File: config.mk
export PLATFORM = sky130hd
export DESIGN_NAME = ram_copy_dma
export DESIGN_NICKNAME = d
export VERILOG_FILES = /design/src/rtl/ram_copy_dma.sv
export SDC_FILE = /design/constraint.sdc
export NUM_CORES = 1
export LEC_CHECK = 0
export CORE_AREA = 10 10 124 81
export DETAILED_ROUTE_END_ITERATION = 12
export DIE_AREA = 0 0 134 91
export GPL_TIMING_DRIVEN = 0
export PLACE_DENSITY = 0.78
export SLEW_MARGIN = 20
export SYNTH_ARGS = -nofsm -noshare
export SYNTH_HDL_FRONTEND = slang
export SYNTH_SLANG_ARGS = --single-unit
File: constraint.sdc
create_clock -name clock -period 3.3 [get_ports clock]
set_clock_uncertainty 0.05 [all_clocks]
set_input_delay 0.66 -clock clock [delete_from_list [all_inputs] [get_ports clock]]
set_output_delay 0.66 -clock clock [all_outputs]
set_load 0.02 [all_outputs]
File: src/rtl/ram_copy_dma.sv
// Block-copy engine: streams a run of words from a registered-output source RAM
// into a destination RAM, with a pause input that yields the ports mid-copy.
module ram_copy_dma #(
  parameter int unsigned width   = 16,
  parameter int unsigned widthad = 10
) (
  input  logic               clock,
  input  logic               reset_n,
  input  logic               start,
  input  logic [widthad-1:0] src_base,
  input  logic [widthad-1:0] dst_base,
  input  logic [widthad:0]   count,
  input  logic               pause,
  output logic               busy,
  output logic               done,
  output logic [widthad-1:0] src_address,
  input  logic [width-1:0]   src_q,
  output logic               dst_wren,
  output logic [widthad-1:0] dst_address,
  output logic [width-1:0]   dst_data
);

  localparam int unsigned IW = widthad + 1;

  typedef enum logic [1:0] {IDLE, FETCH, COPY, DONE} state_t;

  state_t             state, state_nxt;
  logic [IW-1:0]      rd_idx, rd_idx_nxt;
  logic [IW-1:0]      wr_idx, wr_idx_nxt;
  logic [IW-1:0]      count_r;
  logic [widthad-1:0] src_base_r, dst_base_r;
  logic               latch;
  logic               last_word;

  // State and datapath registers
  always_ff @(posedge clock or negedge reset_n) begin
    if (!reset_n) begin
      state      <= IDLE;
      rd_idx     <= '0;
      wr_idx     <= '0;
      count_r    <= '0;
      src_base_r <= '0;
      dst_base_r <= '0;
    end else begin
      state  <= state_nxt;
      rd_idx <= rd_idx_nxt;
      wr_idx <= wr_idx_nxt;
      if (latch) begin
        count_r    <= count;
        src_base_r <= src_base;
        dst_base_r <= dst_base;
      end
    end
  end

  // Indices are one bit wider than addresses so a full-RAM count terminates exactly
  assign last_word = (wr_idx == count_r - IW'(1));

  // Next-state and index update
  always_comb begin
    state_nxt  = state;
    rd_idx_nxt = rd_idx;
    wr_idx_nxt = wr_idx;
    latch      = 1'b0;
    case (state)
      IDLE: begin
        if (start) begin
          latch      = 1'b1;
          rd_idx_nxt = '0;
          wr_idx_nxt = '0;
          state_nxt  = (count == '0) ? DONE : FETCH;
        end
      end
      FETCH: begin
        if (!pause) begin
          rd_idx_nxt = rd_idx + IW'(1);
          state_nxt  = COPY;
        end
      end
      COPY: begin
        if (pause) begin
          // The word in flight is dropped; rewind so it is fetched again
          rd_idx_nxt = wr_idx;
          state_nxt  = FETCH;
        end else begin
          wr_idx_nxt = wr_idx + IW'(1);
          if (last_word) begin
            state_nxt = DONE;
          end else begin
            rd_idx_nxt = rd_idx + IW'(1);
          end
        end
      end
      DONE:    state_nxt = IDLE;
      default: state_nxt = IDLE;
    endcase
  end

  // Outputs decoded from registered state and indices
  always_comb begin
    busy        = (state != IDLE);
    done        = (state == DONE);
    dst_wren    = (state == COPY) && !pause;
    src_address = src_base_r + rd_idx[widthad-1:0];
    dst_address = dst_base_r + wr_idx[widthad-1:0];
    dst_data    = src_q;
  end

endmodule
==> impl_metrics.env <==
export IMPL_antenna_found_initial=0
export IMPL_grt_pass1_vias=3277
export IMPL_avgSynthCellArea_um2=9.807
export IMPL_core_um2=7726
export IMPL_grt_usage_pct=16.43
export IMPL_r2r_slack_ns=0.55
export IMPL_internal_power_mw=2.420
export IMPL_synth_ff_type="dfrtp_1"
export IMPL_cts_tree="yes"
export IMPL_synth_top_area_share_pct=34.88
export IMPL_num_vias=3121
export IMPL_multiInputGateArea_um2=2317
export IMPL_drv_cap=0
export IMPL_synth_area_um2=3874
export IMPL_period_share_pct=96.33
export IMPL_maxSlewHeadroom_pct=53.25
export IMPL_power_density_nw_per_um2=834.6
export IMPL_switching_share_pct=41.97
export IMPL_cts_clk_slew_worst_paths_ns=0.07
export IMPL_r2r_start="count_r[0]$_DFFE_PN0P_"
export IMPL_routed_wl_mm=9.957
export IMPL_synth_seq_cells=54
export IMPL_vias_per_cell=5.299
export IMPL_die_h_um=91
export IMPL_hpwl_mm=7.705
export IMPL_drt_iter0_markers=170
export IMPL_p_clk_share_pct=13.1
export IMPL_synthTopCellsByArea="dfrtp_1, mux2_2, ha_1"
export IMPL_cp_start_kind="flip-flop"
export IMPL_worstPathRequired_ns=2.59
export IMPL_cp_end_kind="primary output"
export IMPL_chipWidth_um=134
export IMPL_crit_fanout=3
export IMPL_seq_area_um2=1353
export IMPL_async_flop_share_pct=100.0
export IMPL_rsz0062_at_grt="true"
export IMPL_grt_max_degree=55
export IMPL_cts_root_buf="clkbuf_16"
export IMPL_cts_buffers=5
export IMPL_yosysWarnings=0
export IMPL_p_switching_mw=1.751
export IMPL_hold_violations=0
export IMPL_synth_edff_count=0
export IMPL_syn_nets=474
export IMPL_fillers=667
export IMPL_ctsHtreeMaxLevel=2
export IMPL_pre_cts_slack_ns=-0.5365
export IMPL_cp_slowest_cell="dfrtp_1"
export IMPL_cp_num_buf_inv=1
export IMPL_setup_ws_ns=0.1211
export IMPL_drive_gt1_share_pct=19.75
export IMPL_ys_seq_area_share_pct=34.88
export IMPL_fp_row_count=25
export IMPL_synth_cell_types=56
export IMPL_worst_pin_slew_ns=0.7013
export IMPL_r2r_cells=11
export IMPL_die_area_um2=12190
export IMPL_cts_hold_fix_buffers=0
export IMPL_io_buffers=73
export IMPL_grt_pass1_wl_mm=16.70
export IMPL_reg2reg_to="rd_idx[4]$_DFFE_PN0P_"
export IMPL_grt_overflow_total=0
export IMPL_nNetsFinal=559
export IMPL_final_cell_mix="clkdlybuf4s50_1, dfrtp_1, mux2_2, inv_1, buf_4"
export IMPL_clockBufferDepth=2
export IMPL_min_path_type="primary input to async pin"
export IMPL_p_leak_nw=2.242
export IMPL_insertion_delay_ns=0.29
export IMPL_crit_start="dst_base_r[1]$_DFFE_PN0P_"
export IMPL_max_stage_delay_ns=0.42
export IMPL_fmax_mhz=314.6
export IMPL_drv_slew=0
export IMPL_fin_crit_ns=3.179
export IMPL_vdd_drop_max_uv=419.0
export IMPL_pin_count=90
export IMPL_drtPass1Iterations=4
export IMPL_drc=0
export IMPL_outcome="completed"
export IMPL_whs_ns=0.3489
export IMPL_drtAntennaViolNets=0
export IMPL_num_antenna_cells=0
export IMPL_seqPwrFrac_pct=26.5
export IMPL_initial_utilization_pct=50.14
export IMPL_synthCells=395
export IMPL_arrival_ns=2.47
export IMPL_yosysTopAreaCell="dfrtp_1"
export IMPL_area_growth_pct=29.01
export IMPL_worstPathCellList="ha_4 > a21o_1 > a21oi_2 > o21bai_2 > a2111oi_4 > o31ai_2 > a21oi_1 > xnor2_1 > buf_4"
export IMPL_wire_per_inst_um=16.90
export IMPL_setup_viol=0
export IMPL_clock_sinks=54
export IMPL_final_common_cell="clkdlybuf4s50_1"
export IMPL_pwr_share_comb_pct=60.4
export IMPL_crit_family="compound AO/OA/AOI/OAI gates"
export IMPL_tns_ns=0
export IMPL_crit_type="flip-flop to primary output"
export IMPL_place_congestion=0.9008
state kept, by name (all words and copies together), names as in the netlist:
register and cells:
count_r 11, dst_base_r 10, rd_idx 10, src_base_r 10, state 2, wr_idx 11
synthesized netlist by cell type, types with 2 or more instances:
master / number
a2111oi_0: 2
a21o_1: 5
a21oi_1: 21
a22oi_1: 8
and3_1: 3
buf_1: 3
buf_4: 16
clkbuf_1: 8
dfrtp_1: 54
fa_1: 2
ha_1: 26
inv_1: 26
mux2_2: 31
mux2_4: 7
mux2i_1: 4
nand2_1: 23
nand2b_1: 4
nand3_1: 7
nand4_1: 4
nor2_1: 17
nor2b_1: 9
nor3_1: 7
nor3b_1: 2
nor4_1: 4
o21ai_0: 16
o21ai_1: 2
o21bai_1: 4
o31ai_1: 3
o32a_1: 2
or2_2: 3
or3_1: 5
xnor2_1: 21
xor2_1: 23
worst max-delay path by stage:
| stage | cells past startpoint | endpoint |
|---|---|---|
| 2_1_floorplan | 8 | dst_address[9] |
| 5_1_grt | 9 | src_address[9] |
| 4_1_cts | 9 | dst_address[9] |
| 3_3_place_gp | 9 | dst_address[9] |
| 6_report | 9 | dst_address[9] |
| 3_5_place_dp | 9 | dst_address[9] |
area by class of cell:
class | count | share of cell area, %
tap | 108 | 2.704
clock buffer | 6 | 2.779
inverter | 27 | 2.028
timing repair buffer | 78 | 15.10
multi-input combinational | 284 | 46.37
sequential | 54 | 27.07
clock inverter | 2 | 0.2504
buffer | 30 | 3.706
cells by family (layout without fill, tap and decap cells):
family / count (synthesis) / after routing / synth area share (%)
AND/OR/NAND/NOR: 94 / 94 / 12.73
adder cells (fa/ha/maj): 28 / 28 / 9.432
AO/OA/AOI/OAI: 75 / 75 / 12.44
buffers and inverters: 57 / 143 / 7.397
multiplexers: 42 / 42 / 12.76
XOR/XNOR: 45 / 45 / 10.37
flip-flops: 54 / 54 / 34.88
what timing repair did:
| item | 4_1_cts | 5_1_grt |
|---|---|---|
| pin swaps | 3 | 12 |
| endpoints found under the hold margin | 0 | 0 |
| gates resized for setup | 30 | 17 |
| buffers inserted | 2 | 3 |
| setup endpoints to repair | 9 | 9 |
| gates cloned | 0 | 0 |
power groups by stage:
stage	clock network, mW	registers (mW)	logic [mW]
after detailed placement	0	1.13	2.44
after global placement	0	1.11	2.37
after global routing	0.589	1.14	2.77
after CTS	0.558	1.11	2.47
final	0.546	1.11	2.52
after floorplan	0	1.06	1.68
stage by stage:
step                cell area [um2]  cells  power (mW)  utilization (%)
CTS                            4927    586       4.131            63.77
global placement               4740    576       3.482            61.34
finish                         4997    589       4.171            64.68
detailed placement             4737    576       3.565            61.31
floorplan                      3874    395       2.737                -
global route                   4997    589       4.502            64.68
routing by layer:
metal / GRT usage [%] / part of all wire (%) / up-vias
met4: 3.339 / 0.81 / 0
met1: 22.43 / 48 / 1485
met5: 0 / 0 / -
li1: - / - / 1536
met2: 25.78 / 45 / 91
met3: 4.070 / 6.0 / 9
Note: power is estimated with default switching activity, not from simulation.
